<file path="config.mk">
export PLATFORM = sky130hd
export DESIGN_NAME = mem_stage
export DESIGN_NICKNAME = d
export VERILOG_FILES = /design/src/rtl/mem_pkg.sv /design/src/rtl/mem_wb_reg.sv /design/src/rtl/mem_stage.sv
export SDC_FILE = /design/constraint.sdc
export NUM_CORES = 1
export LEC_CHECK = 0
export BUFFER_PORTS_ARGS = -buffer_cell sky130_fd_sc_hd__buf_2
export CORE_MARGIN = 2
export CORE_UTILIZATION = 23
export CTS_BUF_LIST = sky130_fd_sc_hd__clkbuf_16
export DETAILED_ROUTE_END_ITERATION = 8
export MAX_ROUTING_LAYER = met4
export SLEW_MARGIN = 0
export SYNTH_ARGS = -nofsm -noshare
export SYNTH_HDL_FRONTEND = slang
export SYNTH_HIERARCHICAL = 1
export SYNTH_SLANG_ARGS = --single-unit
</file>
<file path="constraint.sdc">
create_clock -name clk -period 2.5 [get_ports clk]
set_input_delay 0.125 -clock clk [delete_from_list [all_inputs] [get_ports clk]]
set_output_delay 0.125 -clock clk [all_outputs]
set_load 0.03 [all_outputs]
</file>
<file path="src/rtl/mem_pkg.sv">
// Shared types and widths for the memory-access stage and its MEM/WB register.
package mem_pkg;

    localparam int DATA_W    = 16;
    localparam int REG_SEL_W = 4;

    typedef enum logic {
        IDLE,
        WAIT
    } mem_state_t;

    // Timeout counter must hold ACK_TIMEOUT itself; keep at least one bit when the timeout is disabled.
    function automatic int cnt_width(input int timeout);
        return (timeout < 1) ? 1 : $clog2(timeout + 1);
    endfunction

endpackage

</file>
<file path="src/rtl/mem_wb_reg.sv">
// MEM/WB pipeline register: inserts a bubble (write disabled, data/select held) while the stage stalls.
module mem_wb_reg
    import mem_pkg::*;
(
    input  logic                 clk,
    input  logic                 rst,
    input  logic                 stall,
    input  logic                 regwrite,
    input  logic [DATA_W-1:0]    write_data,
    input  logic [REG_SEL_W-1:0] write_select,
    output logic                 regwrite_wb,
    output logic [DATA_W-1:0]    reg_write_data_wb,
    output logic [REG_SEL_W-1:0] reg_write_select_wb
);

    // NOTE: sequential state uses non-blocking assignments so every register samples pre-edge values.
    always_ff @(posedge clk or negedge rst) begin
        if (!rst) begin
            regwrite_wb         <= 1'b0;
            reg_write_data_wb   <= '0;
            reg_write_select_wb <= '0;
        end else if (stall) begin
            regwrite_wb <= 1'b0;
        end else begin
            regwrite_wb         <= regwrite;
            reg_write_data_wb   <= write_data;
            reg_write_select_wb <= write_select;
        end
    end

endmodule

</file>
<file path="src/rtl/mem_stage.sv">
// Memory-access pipeline stage: one load/store per instruction over a req/ack port, with stall and timeout.
// Optional feature: define MEM_STALL_CNT_EN to add the saturating stall_cnt output.
module mem_stage
    import mem_pkg::*;
#(
    parameter int ACK_TIMEOUT = 255
) (
    input  logic                 clk,
    input  logic                 rst,
    input  logic                 regwrite_in,
    input  logic                 memtoreg_in,
    input  logic                 memwrite_in,
    input  logic [DATA_W-1:0]    mem_addr_in,
    input  logic [DATA_W-1:0]    store_data_in,
    input  logic [DATA_W-1:0]    alu_result_in,
    input  logic [REG_SEL_W-1:0] reg_write_select_in,
    output logic                 dmem_req,
    output logic                 dmem_we,
    output logic [DATA_W-1:0]    dmem_addr,
    output logic [DATA_W-1:0]    dmem_wdata,
    input  logic [DATA_W-1:0]    dmem_rdata,
    input  logic                 dmem_ack,
    output logic                 mem_stall,
    output logic                 mem_err,
    output logic                 regwrite_wb,
    output logic [DATA_W-1:0]    reg_write_data_wb,
    output logic [REG_SEL_W-1:0] reg_write_select_wb
`ifdef MEM_STALL_CNT_EN
    ,
    output logic [15:0]          stall_cnt
`endif
);

    localparam int               CNT_W       = cnt_width(ACK_TIMEOUT);
    localparam logic [CNT_W-1:0] TIMEOUT_VAL = CNT_W'(ACK_TIMEOUT);

    mem_state_t        state;
    logic [CNT_W-1:0]  ack_cnt;
    logic              access;
    logic              timed_out;
    logic              complete;
    logic [DATA_W-1:0] wb_data;

    assign access    = memtoreg_in | memwrite_in;
    assign timed_out = (state == WAIT) && !dmem_ack && (ACK_TIMEOUT != 0) && (ack_cnt == TIMEOUT_VAL);

    // Gating with rst drops the request the moment reset asserts, even though the inputs are still held.
    assign dmem_req   = rst & ((state == WAIT) | access);
    assign dmem_we    = dmem_req & memwrite_in;
    assign dmem_addr  = dmem_req ? mem_addr_in   : '0;
    assign dmem_wdata = dmem_req ? store_data_in : '0;

    assign complete  = dmem_req & (dmem_ack | timed_out);
    assign mem_stall = dmem_req & ~complete;

    always_ff @(posedge clk or negedge rst) begin
        if (!rst) begin
            state   <= IDLE;
            ack_cnt <= '0;
            mem_err <= 1'b0;
        end else begin
            case (state)
                IDLE: begin
                    if (access && !dmem_ack) begin
                        state   <= WAIT;
                        ack_cnt <= CNT_W'(1);
                    end
                end
                WAIT: begin
                    if (dmem_ack) begin
                        state <= IDLE;
                    end else if (timed_out) begin
                        mem_err <= 1'b1;
                        state   <= IDLE;
                    end else begin
                        ack_cnt <= ack_cnt + CNT_W'(1);
                    end
                end
                default: state <= IDLE;
            endcase
        end
    end

    // NOTE: assign a default first in always_comb so no path leaves wb_data unassigned (no latch).
    always_comb begin
        wb_data = alu_result_in;
        if (memtoreg_in) begin
            wb_data = timed_out ? '0 : dmem_rdata;
        end
    end

    mem_wb_reg u_mem_wb_reg (
        .clk                 (clk),
        .rst                 (rst),
        .stall               (mem_stall),
        .regwrite            (regwrite_in),
        .write_data          (wb_data),
        .write_select        (reg_write_select_in),
        .regwrite_wb         (regwrite_wb),
        .reg_write_data_wb   (reg_write_data_wb),
        .reg_write_select_wb (reg_write_select_wb)
    );

`ifdef MEM_STALL_CNT_EN
    always_ff @(posedge clk or negedge rst) begin
        if (!rst) begin
            stall_cnt <= '0;
        end else if (mem_stall && stall_cnt != 16'hFFFF) begin
            stall_cnt <= stall_cnt + 16'd1;
        end
    end
`endif

endmodule

</file>
# Word-level counts from Yosys, hierarchy flattened

Cells that the tools add are included.

Equal/unequal tests: 4
Add/subtract/negate cells: 1
Bitwise operators: 10
Multiplexer cells: 13
Reductions and logical operators: 6

Operators by type and width:

| cell                                          | number |
|---|---|
| 2-to-1 mux 16 bit                             | 4 |
| 2-to-1 mux 8 bit                              | 3 |
| case mux 8 bit (2 select lines)               | 1 |
| adder 8 x 1 -> 8 bit (second input constant)  | 1 |
| == test 8 bit (second input constant)         | 1 |
| inequality test 2 bit (second input constant) | 3 |
| AND reduction 3 bit                           | 2 |
| bitwise AND 1 bit                             | 4 |
| 2-to-1 mux 1 bit                              | 4 |
| logical AND 1 bit                             | 3 |
| NOT 1 bit                                     | 3 |
| bitwise OR 1 bit                              | 3 |
| case mux 1 bit (2 select lines)               | 1 |
| zero test 1 bit                               | 1 |

Output and inout port bits: 57
Register bits: 31
Input bits: 74
Logic and storage cells: 40

# Depth between registers and ports, before layout

Gate-level depths: netlist of run 1.

Depth after elaboration: 8
Mapped depth: 7
Mapped depth without buffers: 6

# Cells and area by module

The synthesis of run 1 kept the hierarchy.

By module, submodules not included:

| module     | instances | seq. area each (um2) | area an instance (um2) | cells each |
|---|---|---|---|---|
| mem_stage  | 1         | 250.2                | 940.9                  | 114 |
| mem_wb_reg | 1         | 525.5                | 850.8                  | 44 |

# Least setup slack after synthesis of run 1

No wires, ideal clock.

Path kind: register to register
Start point: reg ack_cnt[0]
End point: reg u_mem_wb_reg.reg_write_data_wb[0]
Data required time: 2,375 ps
Path slack: 454 ps
Library setup time: 125 ps
Path buffers: 1
Arrival: 1,921 ps
Cell stages (with the launch flop): 8
Clock period less this slack: 2,046 ps
Cell sequence: dfrtp_1 > ha_1 > nand3_1 > o311ai_4 > inv_2 > and2_1 > buf_6 > mux2_4

Longest elaborated chain between the ends: 6
Elaborated cells on any way between the ends: 8
Those cells by class: eq/ne (1); mux (2); bitwise (4); reduce/logical (1)

RTL lines:

| element                | RTL line         | RTL |
|---|---|---|
| start, declared        | mem_stage.sv:38  | `logic [CNT_W-1:0] ack_cnt;` |
| start signal, assigned | mem_stage.sv:76  | `ack_cnt <= ack_cnt + CNT_W'(1);` |
| == test 8 bit          | mem_stage.sv:45  | `assign timed_out = (state == WAIT) && !dmem_ack && (ACK_TIMEOUT != 0) && (ack_cnt == TIMEOUT_VAL);` |
| logical AND 1 bit      | mem_stage.sv:45  |  |
| bitwise OR 1 bit       | mem_stage.sv:53  | `assign complete = dmem_req & (dmem_ack \| timed_out);` |
| bitwise AND 1 bit      | mem_stage.sv:53  |  |
| NOT 1 bit              | mem_stage.sv:54  | `assign mem_stall = dmem_req & ~complete;` |
| bitwise AND 1 bit      | mem_stage.sv:54  |  |
| net mem_stall          | mem_stage.sv:23  | `output logic mem_stall,` |
| end signal, assigned   | mem_wb_reg.sv:26 | `reg_write_data_wb <= write_data;` |
| end, declared          | mem_wb_reg.sv:12 | `output logic [DATA_W-1:0] reg_write_data_wb,` |

The timed path passes the listed nets, and every way through them passes these cells.
A chain may end at the register's enable or synchronous reset.

# Worst setup path in the final report of run 1

Start point: reg ack_cnt[0]
End point: out mem_stall

Longest elaborated chain between the ends: 6

RTL lines:

| element           | RTL line |
|---|---|
| == test 8 bit     | mem_stage.sv:45 |
| logical AND 1 bit | mem_stage.sv:45 |
| bitwise OR 1 bit  | mem_stage.sv:53 |
| bitwise AND 1 bit | mem_stage.sv:53 |
| NOT 1 bit         | mem_stage.sv:54 |
| bitwise AND 1 bit | mem_stage.sv:54 |
| end, declared     | mem_stage.sv:23 |

Every way passes these cells.

==> impl_metrics.py, run 1 <==
metrics = {
    "setup_path": {
        "path_max_fanout": 22,
        "worstSetupPathType": "flip-flop to output port",
        "critPathMaxStageDelay_ns": 0.43,
        "worst_ep_required_time_ns": 2.38,
        "arrival_ns": 2.16,
        "critical_path.top_delay_family": "buffers and inverters",
        "start_kind": "flip-flop",
        "cp_num_buf_inv": 3,
        "end_kind": "output port",
        "reg2reg_setup_slack_ns": 0.37,
        "crit_chain": "ha_1 -> nand3_1 -> o311ai_4 -> inv_2 -> and2_1 -> buf_4 -> buf_2",
        "slowest_stage": "o311ai_4",
    },
    "timing": {
        "worst_pin_slew_ns": 0.835,
        "relSlewSlack_pct": 44.4,
        "fin_ws_ns": 0.214,
        "fmax_mhz": 437,
        "setup_tns_ns": 0,
        "rsz0062_at_grt": "false",
        "finalCriticalPeriod_ns": 2.29,
        "post-route-period-util_pct": 91.4,
        "worst_clock_skew_ns": 0.00318,
        "hold_viol_final": 0,
        "setup_viol": 0,
        "drv_slew": 0,
    },
    "clock_tree": {
        "htreeDepth": 2,
        "ctsHoldBuffers": 0,
        "cts_tree": "built",
        "cts_made_buffers": 5,
        "cts_root_buf": "clkbuf_16",
        "clkLatencyLatePin_ns": 0.26,
        "ctsResizeCount": 0,
        "post-cts-setup-buffers": 0,
        "clockBufferDepth": 2,
        "cts.sinks": 31,
        "clk_pin_slew_ns": 0.05,
    },
    "synth": {
        "synth.top_cell.area_share_pct": 43.3,
        "ys_ff_latch": 31,
        "synth_area_leaders": "dfrtp_1, mux2_4, and3_1",
        "synth.distinct_cells": 34,
        "yosys-top-cells-count": "and3_1, dfrtp_1, mux2_4",
        "avgSynthCellArea_um2": 11.3,
        "syn_area_um2": 1790,
        "synthArstFlopShare_pct": 100,
        "synth-seq-area-share_pct": 43.3,
        "yosysTopAreaCell": "dfrtp_1",
        "synth.most_common_cell": "and3_1",
        "synth_edf_count": 0,
        "synth_nets": 233,
        "yosys_warnings": 6,
        "synthCells": 158,
        "ys.flop_type": "dfrtp_1",
    },
    "detailed_routing": {
        "firstDrtPassIters": 4,
        "routed_wl_mm": 5.40,
        "routedWlPerCell_um": 13.8,
        "drc_errors": 0,
        "vias": 1749,
        "vias_per_cell": 4.46,
        "postRouteAntennaNets": 0,
        "drtIter0Drc": 52,
    },
    "final_layout": {
        "area_growth_pct": 49.6,
        "fin_util_pct": 35.0,
        "num-nets-final": 363,
        "drive_gt1_share_pct": 58.1,
    },
    "job": {
        "maxCapViolations": 0,
    },
    "placed_design": {
        "place_congestion": 0.870,
        "pre_cts_ws_ns": 0.381,
        "portBuffers": 130,
        "dpl.hpwl_mm": 4.12,
    },
    "die": {
        "fp.dieW_um": 92.3,
        "rows": 32,
        "ios": 131,
        "die_area_um2": 8510,
        "start_util_pct": 23.4,
        "coreArea_um2": 7650,
        "die_h_um": 92.3,
    },
    "run_status": {
        "status": "completed",
    },
    "grt": {
        "track_usage_pct": 12.1,
        "antenna_found_initial": 1,
        "grt_pass1_vias": 1557,
        "grt_pass1_wl_mm": 7.87,
        "grt_start_max_net_pins": 37,
        "overflow": 0,
    },
    "power_and_ir_drop": {
        "power.switching_mw": 0.508,
        "power.density_nw_per_um2": 602,
        "p_leak_nw": 1.53,
        "swShare_pct": 31.5,
        "clkPwrFrac_pct": 34.2,
        "internal-power_mw": 1.10,
        "p_comb_share_pct": 28.5,
        "irDropWorstVdd_mv": 0.270,
        "p_seq_share_pct": 37.3,
    },
    "worst_hold_path": {
        "hold_path.class": "primary input to flip-flop",
    },
}
cells by family after synthesis:
logic type	share of synthesized area (%)
buffers and inverters	4.33
and+or+nand+nor	18.7
AOI/OAI and AO/OA	15.4
adders and majority gates	0.698
muxes	16.6
xor gates and xnor gates	0.978
DFF	43.3
power by group through the flow:
stage / registers, mW / logic, mW / clock network [mW]
after floorplan: 0.674 / 0.230 / 0
after global placement: 0.607 / 0.456 / 0
after detailed placement: 0.608 / 0.464 / 0
after CTS: 0.602 / 0.464 / 0.571
after global routing: 0.610 / 0.489 / 0.599
final: 0.602 / 0.459 / 0.551
sequential cells by signal, indices dropped and copies added, names as in the netlist:
signal                            count
mem_err                               1
u_mem_wb_reg/regwrite_wb              1
state                                 1
ack_cnt                               8
u_mem_wb_reg/reg_write_select_wb      4
u_mem_wb_reg/reg_write_data_wb       16
layout by cell type, fill, tap and decap left out, types with 2 or more instances in the layout:
master     count
mux2_4        19
or3_1          2
dfrtp_1       31
o21ai_0        5
buf_4          4
clkinv_1       3
a21oi_1        4
nor2_1         2
a31oi_1        3
o21ai_1        2
nand2_1        3
buf_2        130
and2_1         4
inv_1          4
a22o_1        16
and3_1        32
a22o_2         2
nand3_1        3
clkbuf_16      5
through the flow:
| stage | instance area (um2) | hold WS, ns | power, mW | cells |
|---|---|---|---|---|
| 6_report | 2680 | 0.0743 | 1.61 | 392 |
| 5_1_grt | 2680 | 0.0725 | 1.70 | 392 |
| 4_1_cts | 2680 | 0.0728 | 1.64 | 391 |
| 3_5_place_dp | 2540 | 0.352 | 1.07 | 383 |
| 3_3_place_gp | 2540 | 0.346 | 1.06 | 383 |
| 2_1_floorplan | 1790 | -0.171 | 0.904 | 158 |
layout make-up:
type	count	area, um2
antenna	1	2.50
clock buffer	5	125
clock inverter	3	11.3
fill	797	4970
inverter	5	18.8
multi-input combinational	111	938
sequential	31	776
tap	102	128
timing repair buffer	134	681
final timing paths:
| kind | to | depth (start not counted) | start |
|---|---|---|---|
| max in group asynchronous | u_mem_wb_reg/reg_write_data_wb[1]$_DFFE_PN0N_ | 2 | rst |
| hold reg to reg | mem_err$_DFFE_PN0P_ | 1 | mem_err$_DFFE_PN0P_ |
| setup / recovery | mem_stall | 7 | ack_cnt[0]$_DFFE_PN0P_ |
| min in group asynchronous | u_mem_wb_reg/reg_write_data_wb[4]$_DFFE_PN0N_ | 2 | rst |
| setup reg to reg | u_mem_wb_reg/reg_write_data_wb[1]$_DFFE_PN0N_ | 7 | ack_cnt[0]$_DFFE_PN0P_ |
| hold / removal | u_mem_wb_reg/regwrite_wb$_DFF_PN0_ | 2 | regwrite_in |
routing by layer:
| layer | global-route usage (%) | share of wire (%) | up-vias |
|---|---|---|---|
| li1 | - | - | 847 |
| met1 | 14.9 | 43 | 808 |
| met2 | 20.2 | 47 | 90 |
| met3 | 3.37 | 8.9 | 4 |
| met4 | 2.11 | 1.0 | 0 |
| met5 | - | 0 | - |
worst reg2reg max path, stage by stage (launching register included):
cell and delay (ns):
dfrtp_1 0.38, ha_1 0.21, nand3_1 0.16, o311ai_4 0.43, inv_2 0.07, and2_1 0.16
buf_4 0.25, mux2_4 0.36
No activity file was read; power rests on OpenSTA's default activity.
==> run 2, diff against run 1 <==
CELL_PAD_IN_SITES_DETAIL_PLACEMENT = 0   (was not set)
CELL_PAD_IN_SITES_GLOBAL_PLACEMENT = 2   (was not set)
CORE_UTILIZATION = 22   (was 23)
PLACE_DENSITY_LB_ADDON = 0.1   (was not set)
==> impl_metrics.py, run 2 (synthesis results as in run 1) <==
metrics = {
    "grt": {
        "use_met1_pct": 14.6,
        "antenna_found_initial": 0,
        "busiest_layer": "met2",
        "grt_pass1_vias": 1607,
        "grt_pass1_wl_mm": 8.05,
        "track_usage_pct": 12.0,
        "grtUsageMet2_pct": 19.3,
        "overflow": 0,
        "use_met3_pct": 2.41,
        "grt_start_max_net_pins": 66,
    },
    "timing": {
        "timing.hold.ws_ns": 0.00811,
        "fmax_mhz": 465,
        "hold_viol_final": 0,
        "post-route-period-util_pct": 86.1,
        "setup_tns_ns": 0,
        "worst_pin_slew_ns": 0.751,
        "setup_viol": 0,
        "finalCriticalPeriod_ns": 2.15,
        "worst_clock_skew_ns": 0.00253,
        "drv_slew": 0,
        "relSlewSlack_pct": 49.9,
        "rsz0062_at_grt": "false",
    },
    "final_layout": {
        "reg.largest.list": "u_mem_wb_reg/reg_write_data_wb (16), ack_cnt (8), u_mem_wb_reg/reg_write_select_wb (4)",
        "num-fill-cells": 810,
        "num-nets-final": 364,
        "instances_no_fill": 392,
        "regMostFlops": "u_mem_wb_reg/reg_write_data_wb",
        "register_area_um2": 776,
        "area_growth_pct": 49.9,
        "drive_gt1_share_pct": 58.6,
        "largest_reg_flops": 16,
        "final_common_cell": "buf_2",
        "n_antenna_cell": 0,
        "layout_common_cells": "buf_2, and3_1, dfrtp_1, mux2_4, a22o_1",
        "multi_input_area_um2": 938,
        "fin_util_pct": 34.4,
    },
    "detailed_routing": {
        "vias_per_cell": 4.37,
        "routedWlPerCell_um": 13.5,
        "drtIter0Drc": 44,
        "postRouteAntennaNets": 0,
        "firstDrtPassIters": 4,
        "drc_errors": 0,
        "routed_wl_mm": 5.30,
        "vias": 1712,
    },
    "setup_path": {
        "path_max_fanout": 22,
        "worst_ep_required_time_ns": 2.38,
        "end_kind": "output port",
        "worstSetupPathType": "flip-flop to output port",
        "arrival_ns": 2.03,
        "start_kind": "flip-flop",
        "rr_worst_depth": 7,
    },
    "power_and_ir_drop": {
        "p_leak_nw": 1.55,
        "irDropWorstVdd_mv": 0.246,
        "power.density_nw_per_um2": 604,
        "finalPower_mw": 1.62,
    },
    "die": {
        "die_h_um": 94.2,
        "coreArea_um2": 7810,
        "fp.dieW_um": 94.2,
        "ios": 131,
        "die_area_um2": 8880,
        "rows": 32,
        "start_util_pct": 22.9,
    },
    "worst_hold_path": {
        "hold_path.class": "primary input to asynchronous set/reset pin",
    },
    "job": {
        "maxCapViolations": 0,
    },
    "placed_design": {
        "dpl.hpwl_mm": 3.98,
        "place_congestion": 0.729,
        "portBuffers": 130,
        "place.detailed.instances": 384,
    },
    "clock_tree": {
        "htreeDepth": 2,
        "cts_root_buf": "clkbuf_16",
        "clk_pin_slew_ns": 0.05,
        "cts.sinks": 31,
        "cts_made_buffers": 5,
        "cts_tree": "built",
        "ctsResizeCount": 0,
        "clockBufferDepth": 2,
        "ctsHoldBuffers": 0,
        "clkLatencyLatePin_ns": 0.27,
        "post-cts-setup-buffers": 0,
    },
    "run_status": {
        "status": "completed",
    },
}
==> run 2: power breakdown <==
| part | leakage, nW | total (mW) | switching (mW) | internal, mW |
|---|---|---|---|---|
| logic | 1.09 | 0.456 | 0.264 | 0.192 |
| clock network | 0.0762 | 0.564 | 0.206 | 0.359 |
| registers | 0.384 | 0.602 | 0.0450 | 0.557 |
| total | 1.55 | 1.62 | 0.515 | 1.11 |
==> run 2: layout make-up <==
| class | count | area share (%) |
|---|---|---|
| flip-flops and latches | 31 | 28.9 |
| multi-input cells | 111 | 34.9 |
| clock inverters | 3 | 0.466 |
| repair buffers | 135 | 25.6 |
| well taps | 102 | 4.75 |
| inverters | 5 | 0.699 |
| clock buffers | 5 | 4.66 |
==> run 2: path summary, 6_finish.rpt <==
path	start	endpoint	slack, ns
worst max-delay path	ack_cnt[0]$_DFFE_PN0P_	mem_stall	0.35
worst min-delay path	rst	ack_cnt[3]$_DFFE_PN0P_	0.008
worst max register to register	ack_cnt[0]$_DFFE_PN0P_	u_mem_wb_reg/reg_write_data_wb[13]$_DFFE_PN0N_	0.52
worst min register to register	mem_err$_DFFE_PN0P_	mem_err$_DFFE_PN0P_	0.50
max in group asynchronous	rst	ack_cnt[6]$_DFFE_PN0P_	2.07
min in group clk	reg_write_select_in[3]	u_mem_wb_reg/reg_write_select_wb[3]$_DFFE_PN0N_	0.08
==> run 2: critical path, stage by stage (launching register included) <==
cell	delay, ns
dfrtp_1	0.40
ha_1	0.25
nand3_1	0.17
o311ai_4	0.11
inv_2	0.08
and2_1	0.12
buf_4	0.35
buf_2	0.28
==> run 2: routing by layer <==
layer	wire (um)	part of all wire (%)	vias to the layer above
li1	-	-	848
met1	2300	43	761
met2	2440	46	94
met3	457	8.6	9
met4	105	2.0	0
met5	0	0	-
==> run 2: stage by stage <==
stage / setup slack, ns / area, um2
floorplan: 0.454 / 1790
global placement: 0.542 / 2550
detailed placement: 0.509 / 2550
CTS: 0.319 / 2690
global route: 0.189 / 2690
finish: 0.348 / 2690
==> run 3, diff against run 2 <==
RECOVER_POWER = 100   (was not set)
==> impl_metrics.py, run 3 (synthesis results as in run 1) <==
metrics = {
    "final_layout": {
        "num-nets-final": 364,
        "layout_common_cells": "buf_2, clkbuf_1, and3_1, dfrtp_1, mux2_1",
        "postLayoutCellArea_um2": 2530,
        "largest_reg_flops": 16,
        "regMostFlops": "u_mem_wb_reg/reg_write_data_wb",
        "reg.largest.list": "u_mem_wb_reg/reg_write_data_wb (16), ack_cnt (8), u_mem_wb_reg/reg_write_select_wb (4)",
        "final_common_cell": "buf_2",
        "num-fill-cells": 857,
        "drive_gt1_share_pct": 31.4,
        "n_antenna_cell": 0,
        "area_growth_pct": 41.4,
    },
    "setup_path": {
        "slowest_stage": "dfrtp_1",
        "start_kind": "flip-flop",
        "arrival_ns": 2.00,
        "crit_chain": "ha_1 -> nand3_1 -> o311ai_4 -> inv_2 -> and2_1 -> buf_4 -> clkbuf_1",
        "critPathMaxStageDelay_ns": 0.40,
        "path_max_fanout": 22,
        "worst_ep_required_time_ns": 2.38,
        "cp_num_buf_inv": 3,
        "end_kind": "output port",
        "critical_path.top_delay_family": "buffers and inverters",
        "worstSetupPathType": "flip-flop to output port",
    },
    "power_and_ir_drop": {
        "irDropWorstVdd_mv": 0.240,
        "p_leak_nw": 1.28,
        "finalPower_mw": 1.57,
        "power.density_nw_per_um2": 620,
    },
    "die": {
        "start_util_pct": 22.9,
        "die_h_um": 94.2,
        "coreArea_um2": 7810,
        "rows": 32,
        "ios": 131,
        "die_area_um2": 8880,
        "fp.dieW_um": 94.2,
    },
    "detailed_routing": {
        "drc_errors": 0,
        "postRouteAntennaNets": 0,
        "drtIter0Drc": 47,
        "vias_per_cell": 4.40,
        "vias": 1724,
        "routed_wl_mm": 5.39,
        "routedWlPerCell_um": 13.8,
        "firstDrtPassIters": 4,
    },
    "timing": {
        "timing.hold.ws_ns": 0.0671,
        "finalCriticalPeriod_ns": 2.13,
        "setup_tns_ns": 0,
        "drv_slew": 0,
        "worst_clock_skew_ns": 0.00296,
        "hold_viol_final": 0,
        "worst_pin_slew_ns": 1.20,
        "rsz0062_at_grt": "false",
        "setup_viol": 0,
        "relSlewSlack_pct": 19.8,
        "fmax_mhz": 470,
        "post-route-period-util_pct": 85.2,
    },
    "placed_design": {
        "portBuffers": 130,
        "dpl.hpwl_mm": 3.98,
        "place_congestion": 0.729,
        "place_area_um2": 2550,
    },
    "clock_tree": {
        "htreeDepth": 2,
        "ctsResizeCount": 0,
        "clk_pin_slew_ns": 0.05,
        "cts_root_buf": "clkbuf_16",
        "clockBufferDepth": 2,
        "clkLatencyLatePin_ns": 0.27,
        "cts_made_buffers": 5,
        "cts.sinks": 31,
        "ctsHoldBuffers": 0,
        "post-cts-setup-buffers": 0,
        "cts_tree": "built",
    },
    "grt": {
        "track_usage_pct": 12.0,
        "antenna_found_initial": 0,
        "overflow": 0,
        "grt_start_max_net_pins": 66,
        "grt_pass1_vias": 1607,
        "grt_pass1_wl_mm": 8.05,
    },
    "run_status": {
        "status": "completed",
    },
    "job": {
        "maxCapViolations": 0,
    },
    "worst_hold_path": {
        "hold_path.class": "primary input to flip-flop",
    },
}
==> run 3: cell count changes in the layout (fill, tap and decap cells not counted), sizes merged <==
| cell | before | now |
|---|---|---|
| buf | 135 | 75 |
| clkbuf | 5 | 65 |
==> run 3: cell type report <==
class	count	area (um2)	area share, %
multi-input cells	111	865	34.1
well taps	102	128	5.04
inverters	5	18.8	0.741
clock inverters	3	12.5	0.494
clock buffers	5	125	4.94
flip-flops and latches	31	776	30.6
repair buffers	135	609	24.0
==> run 3: per-stage QoR <==
step	cells	utilization (%)	setup WS, ns
2_1_floorplan	158	-	0.454
3_3_place_gp	384	32.6	0.542
3_5_place_dp	384	32.6	0.509
4_1_cts	392	34.4	0.319
5_1_grt	392	32.5	0.206
6_report	392	32.5	0.371
==> run 3: path summary, 6_finish.rpt <==
| kind | start | to | slack, ns | cells after the start |
|---|---|---|---|---|
| min in group asynchronous | rst | ack_cnt[3]$_DFFE_PN0P_ | 0.32 | 2 |
| hold / removal | reg_write_select_in[1] | u_mem_wb_reg/reg_write_select_wb[1]$_DFFE_PN0N_ | 0.07 | 2 |
| hold reg to reg | u_mem_wb_reg/reg_write_data_wb[3]$_DFFE_PN0N_ | u_mem_wb_reg/reg_write_data_wb[3]$_DFFE_PN0N_ | 0.49 | 1 |
| setup / recovery | ack_cnt[0]$_DFFE_PN0P_ | mem_stall | 0.37 | 7 |
| setup reg to reg | ack_cnt[0]$_DFFE_PN0P_ | u_mem_wb_reg/reg_write_data_wb[12]$_DFFE_PN0N_ | 0.57 | 7 |
| max in group asynchronous | rst | ack_cnt[6]$_DFFE_PN0P_ | 1.44 | 2 |
==> run 3: worst register-to-register path, delay by kind of cell, from the launching register on <==
| family | cells | cell delay [ns] |
|---|---|---|
| AOI/OAI and AO/OA | 1 | 0.27 |
| adders and majority gates | 1 | 0.22 |
| buffers and inverters | 2 | 0.29 |
| DFF | 1 | 0.38 |
| muxes | 1 | 0.35 |
| and+or+nand+nor | 2 | 0.30 |
==> run 3: per-layer routing <==
layer	up-vias	GRT usage (%)	part of all wire (%)
met1	767	14.6	44
met4	0	5.31	2.0
met2	98	19.3	45
met3	9	2.41	9.2
met5	-	-	0
li1	850	-	-
==> run 3: power breakdown <==
part,internal (mW),switching (mW),total [mW]
registers,0.557,0.0448,0.602
clock network,0.359,0.204,0.563
logic,0.143,0.263,0.406
